File: src/rtl/hsid_x_ctrl_seq.sv
// HSpecID-X job sequencer: programs the control block, starts it, polls
// STATUS and returns the four MSE results over a simple register bus.
module hsid_x_ctrl_seq #(
  parameter int WORD_WIDTH       = 32,
  parameter int HSI_BANDS        = 128,
  parameter int HSI_LIBRARY_SIZE = 256,
  parameter int POLL_GAP         = 8,
  parameter int MAX_POLLS        = 1024,
  localparam int HSI_BANDS_ADDR        = $clog2(HSI_BANDS),
  localparam int HSI_LIBRARY_SIZE_ADDR = $clog2(HSI_LIBRARY_SIZE),
  localparam int STRB_WIDTH            = WORD_WIDTH / 8
) (
  input  logic                             clk,
  input  logic                             rst,
  input  logic                             cmd_valid,
  output logic                             cmd_ready,
  input  logic [HSI_LIBRARY_SIZE_ADDR-1:0] cmd_library_size,
  input  logic [HSI_BANDS_ADDR-1:0]        cmd_pixel_bands,
  input  logic [WORD_WIDTH-1:0]            cmd_captured_addr,
  input  logic [WORD_WIDTH-1:0]            cmd_library_addr,
  output logic                             res_valid,
  input  logic                             res_ready,
  output logic [1:0]                       res_status,
  output logic [HSI_LIBRARY_SIZE_ADDR-1:0] res_min_ref,
  output logic [HSI_LIBRARY_SIZE_ADDR-1:0] res_max_ref,
  output logic [WORD_WIDTH-1:0]            res_min_value,
  output logic [WORD_WIDTH-1:0]            res_max_value,
  output logic                             reg_valid,
  output logic                             reg_write,
  output logic [WORD_WIDTH-1:0]            reg_addr,
  output logic [WORD_WIDTH-1:0]            reg_wdata,
  output logic [STRB_WIDTH-1:0]            reg_wstrb,
  input  logic                             reg_ready,
  input  logic                             reg_error,
  input  logic [WORD_WIDTH-1:0]            reg_rdata
);

  localparam int PCW = $clog2(MAX_POLLS + 1);
  localparam int GCW = $clog2(POLL_GAP + 1);

  localparam logic [WORD_WIDTH-1:0] A_STATUS = WORD_WIDTH'(32'h00);
  localparam logic [WORD_WIDTH-1:0] A_LIB    = WORD_WIDTH'(32'h04);
  localparam logic [WORD_WIDTH-1:0] A_BANDS  = WORD_WIDTH'(32'h08);
  localparam logic [WORD_WIDTH-1:0] A_CAP    = WORD_WIDTH'(32'h0C);
  localparam logic [WORD_WIDTH-1:0] A_LADDR  = WORD_WIDTH'(32'h10);
  localparam logic [WORD_WIDTH-1:0] A_MINR   = WORD_WIDTH'(32'h14);
  localparam logic [WORD_WIDTH-1:0] A_MINV   = WORD_WIDTH'(32'h18);
  localparam logic [WORD_WIDTH-1:0] A_MAXR   = WORD_WIDTH'(32'h1C);
  localparam logic [WORD_WIDTH-1:0] A_MAXV   = WORD_WIDTH'(32'h20);

  localparam logic [1:0] ST_OK  = 2'd0;
  localparam logic [1:0] ST_HW  = 2'd1;
  localparam logic [1:0] ST_BUS = 2'd2;
  localparam logic [1:0] ST_TMO = 2'd3;

  typedef enum logic [3:0] {
    S_IDLE,
    S_WR_LIB,
    S_WR_BANDS,
    S_WR_CAP,
    S_WR_LADDR,
    S_WR_START,
    S_POLL_RD,
    S_POLL_WAIT,
    S_WR_CLR,
    S_RD_MINR,
    S_RD_MINV,
    S_RD_MAXR,
    S_RD_MAXV,
    S_RESP
  } state_t;

  state_t state;
  state_t state_n;

  logic [HSI_LIBRARY_SIZE_ADDR-1:0] lib_size;
  logic [HSI_BANDS_ADDR-1:0]        bands;
  logic [WORD_WIDTH-1:0]            cap_addr;
  logic [WORD_WIDTH-1:0]            lib_addr;
  logic [PCW-1:0]                   poll_cnt;
  logic [GCW-1:0]                   gap_cnt;

  logic                  xfer;
  logic                  issue;
  logic                  accept;
  logic                  bus_state;
  logic                  poll_last;
  logic                  gap_last;
  logic                  fin;
  logic [1:0]            fin_status;
  logic [WORD_WIDTH-1:0] x_addr;
  logic [WORD_WIDTH-1:0] x_wdata;
  logic                  x_write;

  assign xfer      = reg_valid && reg_ready;
  assign accept    = (state == S_IDLE) && cmd_valid;
  assign poll_last = (poll_cnt == PCW'(MAX_POLLS - 1));
  assign gap_last  = (gap_cnt == GCW'(POLL_GAP - 1));
  assign issue     = bus_state && !reg_valid;
  assign cmd_ready = (state == S_IDLE);
  assign res_valid = (state == S_RESP);

  always_ff @(posedge clk or posedge rst) begin
    if (rst) state <= S_IDLE;
    else     state <= state_n;
  end

  always_comb begin
    state_n    = state;
    bus_state  = 1'b0;
    x_addr     = A_STATUS;
    x_write    = 1'b0;
    x_wdata    = '0;
    fin        = 1'b0;
    fin_status = ST_OK;
    unique case (state)
      S_IDLE: if (cmd_valid) state_n = S_WR_LIB;
      S_WR_LIB: begin
        bus_state = 1'b1;
        x_addr    = A_LIB;
        x_write   = 1'b1;
        x_wdata   = WORD_WIDTH'(lib_size);
        if (xfer) state_n = S_WR_BANDS;
      end
      S_WR_BANDS: begin
        bus_state = 1'b1;
        x_addr    = A_BANDS;
        x_write   = 1'b1;
        x_wdata   = WORD_WIDTH'(bands);
        if (xfer) state_n = S_WR_CAP;
      end
      S_WR_CAP: begin
        bus_state = 1'b1;
        x_addr    = A_CAP;
        x_write   = 1'b1;
        x_wdata   = cap_addr;
        if (xfer) state_n = S_WR_LADDR;
      end
      S_WR_LADDR: begin
        bus_state = 1'b1;
        x_addr    = A_LADDR;
        x_write   = 1'b1;
        x_wdata   = lib_addr;
        if (xfer) state_n = S_WR_START;
      end
      S_WR_START: begin
        bus_state = 1'b1;
        x_write   = 1'b1;
        x_wdata   = WORD_WIDTH'(32'h1);
        if (xfer) state_n = S_POLL_RD;
      end
      S_POLL_RD: begin
        bus_state = 1'b1;
        // done takes priority over error when both are reported
        if (xfer) begin
          if (reg_rdata[4]) begin
            state_n = S_RD_MINR;
          end else if (reg_rdata[5]) begin
            state_n    = S_RESP;
            fin        = 1'b1;
            fin_status = ST_HW;
          end else if (poll_last) begin
            state_n = S_WR_CLR;
          end else begin
            state_n = S_POLL_WAIT;
          end
        end
      end
      S_POLL_WAIT: if (gap_last) state_n = S_POLL_RD;
      S_WR_CLR: begin
        bus_state = 1'b1;
        x_write   = 1'b1;
        x_wdata   = WORD_WIDTH'(32'h2);
        if (xfer) begin
          state_n    = S_RESP;
          fin        = 1'b1;
          fin_status = ST_TMO;
        end
      end
      S_RD_MINR: begin
        bus_state = 1'b1;
        x_addr    = A_MINR;
        if (xfer) state_n = S_RD_MINV;
      end
      S_RD_MINV: begin
        bus_state = 1'b1;
        x_addr    = A_MINV;
        if (xfer) state_n = S_RD_MAXR;
      end
      S_RD_MAXR: begin
        bus_state = 1'b1;
        x_addr    = A_MAXR;
        if (xfer) state_n = S_RD_MAXV;
      end
      S_RD_MAXV: begin
        bus_state = 1'b1;
        x_addr    = A_MAXV;
        if (xfer) begin
          state_n    = S_RESP;
          fin        = 1'b1;
          fin_status = ST_OK;
        end
      end
      S_RESP: if (res_ready) state_n = S_IDLE;
      default: state_n = S_IDLE;
    endcase
    // a failed transfer anywhere abandons the job without cleanup
    if (xfer && reg_error) begin
      state_n    = S_RESP;
      fin        = 1'b1;
      fin_status = ST_BUS;
    end
  end

  always_ff @(posedge clk or posedge rst) begin
    if (rst) begin
      reg_valid     <= 1'b0;
      reg_write     <= 1'b0;
      reg_addr      <= '0;
      reg_wdata     <= '0;
      reg_wstrb     <= '0;
      lib_size      <= '0;
      bands         <= '0;
      cap_addr      <= '0;
      lib_addr      <= '0;
      poll_cnt      <= '0;
      gap_cnt       <= '0;
      res_status    <= ST_OK;
      res_min_ref   <= '0;
      res_min_value <= '0;
      res_max_ref   <= '0;
      res_max_value <= '0;
    end else begin
      if (issue) begin
        reg_valid <= 1'b1;
        reg_addr  <= x_addr;
        reg_write <= x_write;
        reg_wdata <= x_wdata;
        reg_wstrb <= x_write ? '1 : '0;
      end else if (xfer) begin
        reg_valid <= 1'b0;
      end
      if (accept) begin
        lib_size      <= cmd_library_size;
        bands         <= cmd_pixel_bands;
        cap_addr      <= cmd_captured_addr;
        lib_addr      <= cmd_library_addr;
        poll_cnt      <= '0;
        res_status    <= ST_OK;
        res_min_ref   <= '0;
        res_min_value <= '0;
        res_max_ref   <= '0;
        res_max_value <= '0;
      end
      if (state == S_POLL_RD && xfer) poll_cnt <= poll_cnt + PCW'(1);
      if (state == S_POLL_WAIT) gap_cnt <= gap_cnt + GCW'(1);
      else                      gap_cnt <= '0;
      if (xfer && !reg_error) begin
        if (state == S_RD_MINR)
          res_min_ref <= reg_rdata[HSI_LIBRARY_SIZE_ADDR-1:0];
        if (state == S_RD_MINV) res_min_value <= reg_rdata;
        if (state == S_RD_MAXR)
          res_max_ref <= reg_rdata[HSI_LIBRARY_SIZE_ADDR-1:0];
        if (state == S_RD_MAXV) res_max_value <= reg_rdata;
      end
      if (fin) res_status <= fin_status;
    end
  end

endmodule

File: config.mk
export PLATFORM = sky130hd
export DESIGN_NAME = hsid_x_ctrl_seq
export DESIGN_NICKNAME = d
export VERILOG_FILES = /design/src/rtl/hsid_x_ctrl_seq.sv
export SDC_FILE = /design/constraint.sdc
export NUM_CORES = 1
export LEC_CHECK = 0
export BUFFER_PORTS_ARGS = -buffer_cell sky130_fd_sc_hd__buf_2
export CAP_MARGIN = 20
export CORE_MARGIN = 5
export CORE_UTILIZATION = 34
export CTS_BUF_LIST = sky130_fd_sc_hd__clkbuf_4 sky130_fd_sc_hd__clkbuf_8 sky130_fd_sc_hd__clkbuf_16
export DETAILED_ROUTE_END_ITERATION = 7
export PLACE_DENSITY = 0.56
export SLEW_MARGIN = 30
export SYNTH_ARGS = -nofsm -noshare
export SYNTH_HDL_FRONTEND = slang
export SYNTH_SLANG_ARGS = --single-unit
export TNS_END_PERCENT = 5
File: constraint.sdc
create_clock -name clk -period 10.1 [get_ports clk]
set_input_delay 0.505 -clock clk [delete_from_list [all_inputs] [get_ports clk]]
set_output_delay 0.505 -clock clk [all_outputs]
set_load 0.005 [all_outputs]
---- Word level (Yosys, flattened, before mapping) ----
Index checks and enable logic that the tools add are counted.
word-level totals
  flip-flop bits (word level) ............. 250
  input bits .............................. 117
  output and inout port bits .............. 154
  word-level logic and storage cells ...... 117
operators by class
  $add $sub $neg .......................... 2
  equality and inequality tests ........... 28
  multiplexer cells ....................... 54
  reduce and logical (&&, ||, !) cells .... 16
operators with widths
  cell                   count
  $mux 32                6
  $pmux 32 s6            1
  $mux 4                 19
  $pmux 4 s13            1
  $mux 8                 6
  $pmux 6 s8             1
  $ne 3x3->1 const B     10
  $eq 4x4->1 const B     6
  $mux 11                2
  $eq 4x3->1 const B     5
  $reduce_and 13->1      1
  $mux 1                 12
  $add 11x1->11 const B  1
  $eq 11x10->1 const B   1
  $reduce_or 11->1       1
  $eq 4x2->1 const B     2
  $mux 2                 4
  $logic_and 1x1->1      6
  $ne 3x1->1 const B     2
  $reduce_bool 2->1      3
  $reduce_or 6->1        1
  $add 4x1->4 const B    1
  $eq 4x1->1 const B     1
  $logic_not 4->1        1
  5 further kinds        6

---- Depth between registers and ports, before layout ----
Gate-level depths: netlist (run 1).
  depth in word-level cells ............... 7
  depth in mapped cells ................... 7
  depth with buffers taken out ............ 5

---- Least setup slack after synthesis (run 1) ----
No wires, ideal clock.
  path kind ............................... flip-flop to flip-flop
  from .................................... register state[1]
  to ...................................... register reg_addr[3]
  library setup time ...................... 127 ps
  arrival time ............................ 1652 ps
  required time ........................... 9973 ps
  slack ................................... 8321 ps
  stages on the path, launching flop included .. 7
  path buffers ............................ 3
  period minus slack after synthesis ...... 1779 ps
  cells stage by stage .................... dfrtp_1 -> buf_2 -> maj3_2 -> a211o_1 -> buf_2 -> buf_6 -> mux2_1
on the way
  cells in the longest elaborated chain, start to end .. 4
  elaborated cells between the ends (all ways) .. 15
  those cells by class .................... eq/ne: 11; mux: 2; reduce/logical: 2
ends and longest elaborated chain
  what                                      RTL line  text
  start, declared                           73        state_t state;
  start signal, assigned                    105       else state <= state_n;
  $eq 4x3->1, or another cell as far along  116       unique case (state)
  $reduce_or 11->1 (no line)                n/a
  $mux 1                                    116
  $logic_and 1x1->1                         99        assign issue = bus_state && !reg_valid;
  end signal, assigned                      236       reg_addr <= x_addr;
  end, declared                             30        output logic [WORD_WIDTH-1:0] reg_addr,
Several ways; a longest one is shown, not always the timed one.
A chain may end at the register's enable or synchronous reset.

---- Worst setup path after layout (run 1) ----
  from .................................... register state[2]
  to ...................................... register res_min_value[18]
on the way
  cells in the longest elaborated chain, start to end .. 5
  elaborated cells between the ends (all ways) .. 6
  those cells by class .................... eq/ne: 1; mux: 3; reduce/logical: 2
ends and longest elaborated chain
  what                  RTL line  text
  $logic_not 4->1       96        assign accept = (state == S_IDLE) && cmd_valid;
  $logic_and 1x1->1     96
  $mux 32               243       if (accept) begin
  $mux 32               261       if (state == S_RD_MINV) res_min_value <= reg_rdata;
  $mux 32 *             258       if (xfer && !reg_error) begin
  end signal, assigned  261
  end, declared         26        output logic [WORD_WIDTH-1:0] res_min_value,
Every way passes the cells marked *; elsewhere a longest branch is shown, timed or not.

==> results of run 1 <==
-- cells by family (layout without fill, tap and decap cells) --
family,after synthesis,after routing,share of synthesized area (%)
AOI/OAI and AO/OA,204,204,14.4
xor gates and xnor gates,3,3,0.279
adders and majority gates,3,3,0.385
buffers and inverters,104,302,5.89
DFF,218,218,57.8
muxes,6,6,0.677
other,1,28,0.0398
and+or+nand+nor,457,457,20.5
-- final cells by class --
class / instances / area (µm²) / area share [%]
clock buffers: 37 / 772 / 6.61
clock inverters: 8 / 96.3 / 0.825
inverters: 7 / 38.8 / 0.332
multi-input cells: 701 / 3560 / 30.5
flip-flops and latches: 218 / 5460 / 46.7
well taps: 378 / 473 / 4.05
repair buffers: 250 / 1270 / 10.9
-- stage by stage --
step                      setup WS, ns  area [µm²]  power (µW)  hold slack, ns  util, %
after floorplan                   3.63        9530        2100           0.433        -
after global placement            7.32       10800        2510           0.449     39.1
after detailed placement          7.19       10800        2540           0.460     39.2
after CTS                         7.19       11700        3500           0.144     42.4
after global routing              6.94       11700        3710           0.135     42.4
final                             7.17       11700        3460         0.00865     42.4
-- per-layer routing --
| metal | vias up | wire length [µm] | GRT usage, % |
|---|---|---|---|
| met2 | 275 | 11600 | 24.8 |
| met4 | 6 | 459 | 3.45 |
| li1 | 3719 | - | - |
| met5 | - | 38 | 0 |
| met3 | 39 | 2000 | 3.98 |
| met1 | 3681 | 12500 | 23.8 |
-- worst max path at each step --
stage	depth (start not counted)	from	slack [ns]	to
finish	5	state[2]	7.17	res_min_value[18]
CTS	5	state[0]	7.19	poll_cnt[5]
global route	5	state[2]	6.94	res_min_value[18]
floorplan	1	rst	3.63	bands[0]
detailed placement	5	state[0]	7.19	poll_cnt[5]
global placement	5	state[0]	7.32	poll_cnt[5]
-- state kept, by name, indices dropped and copies added (netlist names) --
name / flops
res_max_ref: 8
reg_valid: 1
res_max_value: 32
gap_cnt: 4
reg_wdata: 32
res_status: 2
lib_size: 8
res_min_value: 32
bands: 7
res_min_ref: 8
state: 4
reg_wstrb: 1
reg_addr: 4
cap_addr: 32
poll_cnt: 11
lib_addr: 32
-- power by group through the flow --
stage / registers (µW) / logic (µW) / clock network [µW]
after floorplan: 1430 / 666 / 0
after global placement: 1510 / 1000 / 0
after detailed placement: 1520 / 1030 / 0
after CTS: 1510 / 1030 / 966
after global routing: 1560 / 1150 / 1000
final: 1510 / 1010 / 936
-- cells in the final DEF (no fill, tap or decap), types with 3 or more instances in the layout --
cell	synthesis	final
a31oi_1	4	4
and3_1	4	4
nand3_1	5	5
o21ai_1	6	6
inv_1	7	6
buf_4	33	7
a222oi_1	5	5
clkbuf_8	0	9
a21oi_1	10	10
buf_2	27	242
nor4_4	3	5
nor2b_1	6	6
nor3_1	9	8
clkbuf_4	0	3
a22oi_1	25	25
dfrtp_1	218	217
nor2_1	14	13
nand2b_1	7	7
nand2_1	384	383
a22o_1	38	38
o41ai_1	3	3
clkinv_2	0	4
o21ai_0	88	88
clkbuf_16	0	25
mux2i_1	3	3
conb_1	1	28
o31ai_1	5	5
==> summary.md, run 1 <==
| Metric | Value |
|---|---|
| Sequential area share after synthesis | `57.8%` |
| Ys async rst share | `between 90% and 100%` |
| Non-Filler Instances | `about 1,600` |
| Worst setup SP type | `flip-flop` |
| Initial Util | `around a third` |
| TNS Setup | `0 ns` |
| Nets@finish | `between 1,000 and 1,500` |
| P_leak | `0.00601 µW` |
| Drt pass-1 iters | `5` |
| Reg power frac | `a little over two fifths` |
| Clock sinks | `218` |
| Port Buf Inserts | `around 240` |
| H-tree levels | `1` |
| Worst slew margin | `between 30% and 40%` |
| Number of failing hold endpoints at the final stage | `0` |
| Placed cell count | `1,554` |
| Root buffer cell | `clkbuf_16` |
| Worst skew pair latency | `0.52 ns` |
| CP Capture Type | `flip-flop` |
| Routed len/inst | `16.6 µm` |
| Hold Path Class | `input port to async pin` |
| Final HPWL DP | `about 18 mm` |
| Drt total wl | `around 27 mm` |
| Count leader, synth | `nand2_1` |
| Cell variety after synth | `between 60 and 70` |
| Leading cell types by count after synthesis | `384 x nand2_1, 218 x dfrtp_1, 88 x o21ai_0` |
| Gr ovfl total | `0` |
| Worst VDD drop | `approximately 0.00013 V` |
| CP arrival | `3.35 ns` |
| Fillers | `about 2,700` |
| Largest stage delay, worst path | `around 0.96 ns` |
| Tmin final | `slightly below 3 ns` |
| Vias in the first global route | `approximately 7,500` |
| Peak Freq | `~340 MHz` |
| Iteration-0 DRC Markers | `between 400 and 500` |
| DRC Markers | `0` |
| CTS Buffer Depth | `3` |
| CP Class | `flip-flop to flip-flop` |
| Family with the most delay on the worst path | `flip-flops` |
| Fin. max-slew vios | `0` |
| Ys Warns | `0` |
| Share of cells above drive strength 1 | `approximately 26%` |
| Synthesized area | `approximately 9400 µm²` |
| MaxCap Viol Count | `0` |
| Cell Chain, Critical Path | `nor4_4, nand2_4, buf_4, nand2_1, o21ai_0` |
| Die Wd | `about 180 µm` |
| R2R setup slack | `7.17 ns` |
| Yosys top cell area share | `between 50% and 60%` |
| Layout Area Growth over Synthesis | `23.8%` |
| #FFs+latches synth | `around 220` |
| Core Region | `~28,000 µm²` |
| Die height | `between 150 and 200 µm` |
| Switching power | `around 1200 µW` |
| IO Pins | `271` |
| Post-Synthesis Cells | `~1,000` |
| Initial antenna violation count | `3` |
| Top_reg_cell synth | `dfrtp_1` |
| RR Startpoint | `state[2]` |
| Final Cycle Share | `29.1%` |
| First-pass GRT wire length | `41.6 mm` |
| Final ANT Viol Nets | `0` |
| Die Area | `around 31,000 µm²` |
| R2r endpoint | `res_min_value[18]` |
| GR Util All Layers | `about 16%` |
| Area contributors post-synth | `dfrtp_1 58%, nand2_1 15%, o21ai_0 4.7%, a22o_1 3.5%, buf_4 2.6%` |
| Largest net degree at the start of global routing | `about 140` |
| Number of synthesized flops with an enable pin | `0` |
| CTS tree | `yes` |
| Slowest CP cell | `dfrtp_1` |
| Comb power frac | `29.3%` |
| Internal power | `between 2000 and 2500 µW` |
| PostCTS Resize Cnt | `0` |
| Setup Fix Bufs, Post-CTS | `0` |
| Worst Clk Skew | `~0.016 ns` |
| Global placement routability congestion | `roughly 0.84` |
| RSZ-0062 raised after global routing | `false` |
| Vias per inst | `roughly 4.8` |
| Worst slew pin tran | `0.952 ns` |
| Clock network power share | `27.1%` |
| Syn avg cell area | `9.47 µm²` |
| Crit path buf inv count | `1` |
| PD cells | `between 200 and 300 nW/µm²` |
| Setup violators final | `0` |
| Cts hold-fix bufs | `0` |
| Worst Reg-to-Reg Cells | `5` |
| CTS clk-pin slew, worst paths | `approximately 0.06 ns` |
| Synth area leader | `dfrtp_1` |
| Sw frac | `about a third` |
| TritonCTS buffer count | `25` |
| Worst EP required | `~11 ns` |
| Outcome | `finished clean` |
| Row cnt | `61` |
| DR vias | `between 7,000 and 8,000` |
| Antenna cells | `0` |
| Critical Path Fanout Max | `71` |
No activity file was read; power rests on OpenSTA's default activity.
==> run 2, diff against run 1 <==
Settings changed: PLACE_DENSITY 0.56 to 0.58.
Clock period 10.1 ns to 2.6 ns, I/O delays scaled along.
==> summary.md, run 2 (same netlist as run 1, synthesis figures left out) <==
| Metric | Value |
|---|---|
| P_leak | `0.00657 µW (+9.3%)` |
| Iteration-0 DRC Markers | `490 (+6.5%)` |
| Routed len/inst | `16.3 µm (-1.9%)` |
| CP Capture Type | `flip-flop` |
| Vias in the first global route | `8,556 (+14%)` |
| DRC Markers | `0 (unchanged)` |
| Die Area | `31,200 µm² (unchanged)` |
| Most frequent cells in the layout | `383 x nand2_1, 242 x buf_2, 218 x dfrtp_1` |
| Port Buf Inserts | `242 (unchanged)` |
| Cell Area, Placed | `11,000 µm² (+1.5%)` |
| Clock sinks | `218 (unchanged)` |
| Critical Path Fanout Max | `32 (-55%)` |
| CTS tree | `yes` |
| Worst Clk Skew | `0.0102 ns (-0.00565 ns)` |
| Final HPWL DP | `17.9 mm (+0.65%)` |
| R2r endpoint | `res_max_value[0]` |
| Nets@finish | `1,450 (+9.7%)` |
| CP Class | `flip-flop to flip-flop` |
| Worst Reg-to-Reg Cells | `4 (-1)` |
| M2 GR Usage | `28.9% (+4.0 points)` |
| RSZ-0062 raised after global routing | `false` |
| PD cells | `1060 nW/µm² (+260%)` |
| CTS clk-pin slew, worst paths | `0.06 ns (about the same)` |
| Root buffer cell | `clkbuf_16` |
| Busiest layer in global routing | `met2` |
| H-tree levels | `1 (unchanged)` |
| Fillers | `2,551 (-6.7%)` |
| Final ANT Viol Nets | `0 (unchanged)` |
| Hold Path End | `state[0]` |
| Hold wc startpoint | `reg_error` |
| Worst Slack Setup Final | `0.395 ns (-6.77 ns)` |
| Tmin final | `2.21 ns (-0.729 ns)` |
| Cell Chain, Critical Path | `nand2_1, nor4_4, buf_4, a22o_1` |
| Final Cycle Share | `84.8% (+56 points)` |
| Initial Util | `34.2% (unchanged)` |
| Drt total wl | `28.1 mm (+5.9%)` |
| Most common cell after layout, fill and taps aside | `nand2_1` |
| Die Wd | `177 µm (unchanged)` |
| IO Pins | `271 (unchanged)` |
| Pre-CTS setup slack | `0.455 ns (-6.73 ns)` |
| RR Startpoint | `state[3]` |
| Largest net degree at the start of global routing | `83 (-42%)` |
| Share of cells above drive strength 1 | `24.4% (-1.5 points)` |
| CTS Buffer Depth | `3 (unchanged)` |
| DR vias | `8,284 (+7.3%)` |
| GR Util All Layers | `17.6% (+1.3 points)` |
| Met3 usage | `4.03% (+0.043 points)` |
| Vias per inst | `4.80 (-0.59%)` |
| Fin area | `13,000 µm² (+11%)` |
| Die height | `177 µm (unchanged)` |
| Number of failing hold endpoints at the final stage | `0 (unchanged)` |
| Outcome | `finished clean` |
| Setup Fix Bufs, Post-CTS | `0 (unchanged)` |
| First-pass GRT wire length | `45.3 mm (+8.7%)` |
| Layout Area Growth over Synthesis | `37.6%` |
| Worst EP required | `3.04 ns (-7.48 ns)` |
| TNS Setup | `0 ns (unchanged)` |
| Worst VDD drop | `0.000571 V (+320%)` |
| R2R setup slack | `0.39 ns (-6.77 ns)` |
| Antenna cells | `0 (unchanged)` |
| Drt pass-1 iters | `5 (unchanged)` |
| Setup violators final | `0 (unchanged)` |
| Peak Freq | `453 MHz (+33%)` |
| Largest stage delay, worst path | `0.84 ns (-0.12 ns)` |
| Initial antenna violation count | `0 (-3)` |
| Total power | `13,800 µW (+300%)` |
| MaxCap Viol Count | `0 (unchanged)` |
| CP arrival | `2.65 ns (-0.70 ns)` |
| Global routing usage on met1 | `24.2% (+0.33 points)` |
| Worst setup SP type | `flip-flop` |
| Gr ovfl total | `0 (unchanged)` |
| Hold path depth | `3` |
| Core Region | `27,600 µm² (unchanged)` |
| Fin. max-slew vios | `0 (unchanged)` |
| Slowest CP cell | `dfrtp_1` |
| Hold Path Class | `input port to flip-flop` |
| Row cnt | `61 (unchanged)` |
| Worst skew pair latency | `0.51 ns (about the same)` |
| WHS | `0.0757 ns (+0.0671 ns)` |
| TritonCTS buffer count | `25 (unchanged)` |
| Global placement routability congestion | `0.823 (-1.9%)` |
| Worst slew pin tran | `0.769 ns (-0.182 ns)` |
| Reg area | `5460 µm² (about the same)` |
| Worst slew margin | `48.7% (+12 points)` |
| Multi-input gate area | `3540 µm² (-0.70%)` |
run 2: cell types whose count changed in the layout (fill, tap and decap cells not counted), moves of 3 or more:
| cell | delta |
|---|---|
| clkinv_2 | -3 |
| buf_12 | +7 |
| buf_4 | +9 |
| clkbuf_4 | +3 |
| dlygate4sd3_1 | +113 |
run 2: worst max-delay path by stage:
stage | endpoint | startpoint | cells past startpoint | slack, ns
after floorplan | bands[0] | rst | 1 | -0.37
after global placement | res_max_value[14] | state[3] | 4 | 0.53
after detailed placement | res_max_value[13] | state[3] | 4 | 0.46
after CTS | res_max_value[0] | state[3] | 4 | 0.44
after global routing | res_max_value[4] | state[3] | 4 | 0.27
final | res_max_value[0] | state[3] | 4 | 0.39
run 2: what timing repair did:
| item | 4_1_cts | 5_1_grt |
|---|---|---|
| hold buffers | 113 | 0 |
| resized for setup | 0 | 0 |
| endpoints found under the hold margin | 182 | 0 |
run 2: worst max-delay path: cells and delay by family (launching register included):
family                 cells  cell delay [ns]
buffers and inverters      1             0.42
DFF                        1             0.84
and+or+nand+nor            2             0.66
AOI/OAI and AO/OA          1             0.21
run 2: per-layer routing:
layer  share of wire (%)  vias to the layer above
li1                    -                     3977
met1                  45                     3955
met2                  46                      311
met3                 7.4                       41
met4                 1.9                        0
met5                   0                        -
run 2: cell type report:
| type | count | area share [%] |
|---|---|---|
| Sequential cell | 218 | 42.0 |
| Multi-Input combinational cell | 701 | 27.3 |
| Timing Repair Buffer | 378 | 20.1 |
| Clock buffer | 38 | 5.91 |
| Tap cell | 378 | 3.64 |
| Clock inverter | 6 | 0.858 |
| Inverter | 7 | 0.231 |
run 2: power by group:
part           total, µW  leakage, µW  switching (µW)  internal (µW)
clock network       3710     0.000437            1390           2320
registers           5770      0.00288             977           4790
logic               4280      0.00324            2370           1910
total              13800      0.00657            4740           9020
run 2: per-stage QoR:
stage	utilization (%)	std cells
6_report	47.1	1726
3_5_place_dp	39.8	1569
2_1_floorplan	-	1023
5_1_grt	47.1	1726
3_3_place_gp	39.8	1569
4_1_cts	47.1	1726
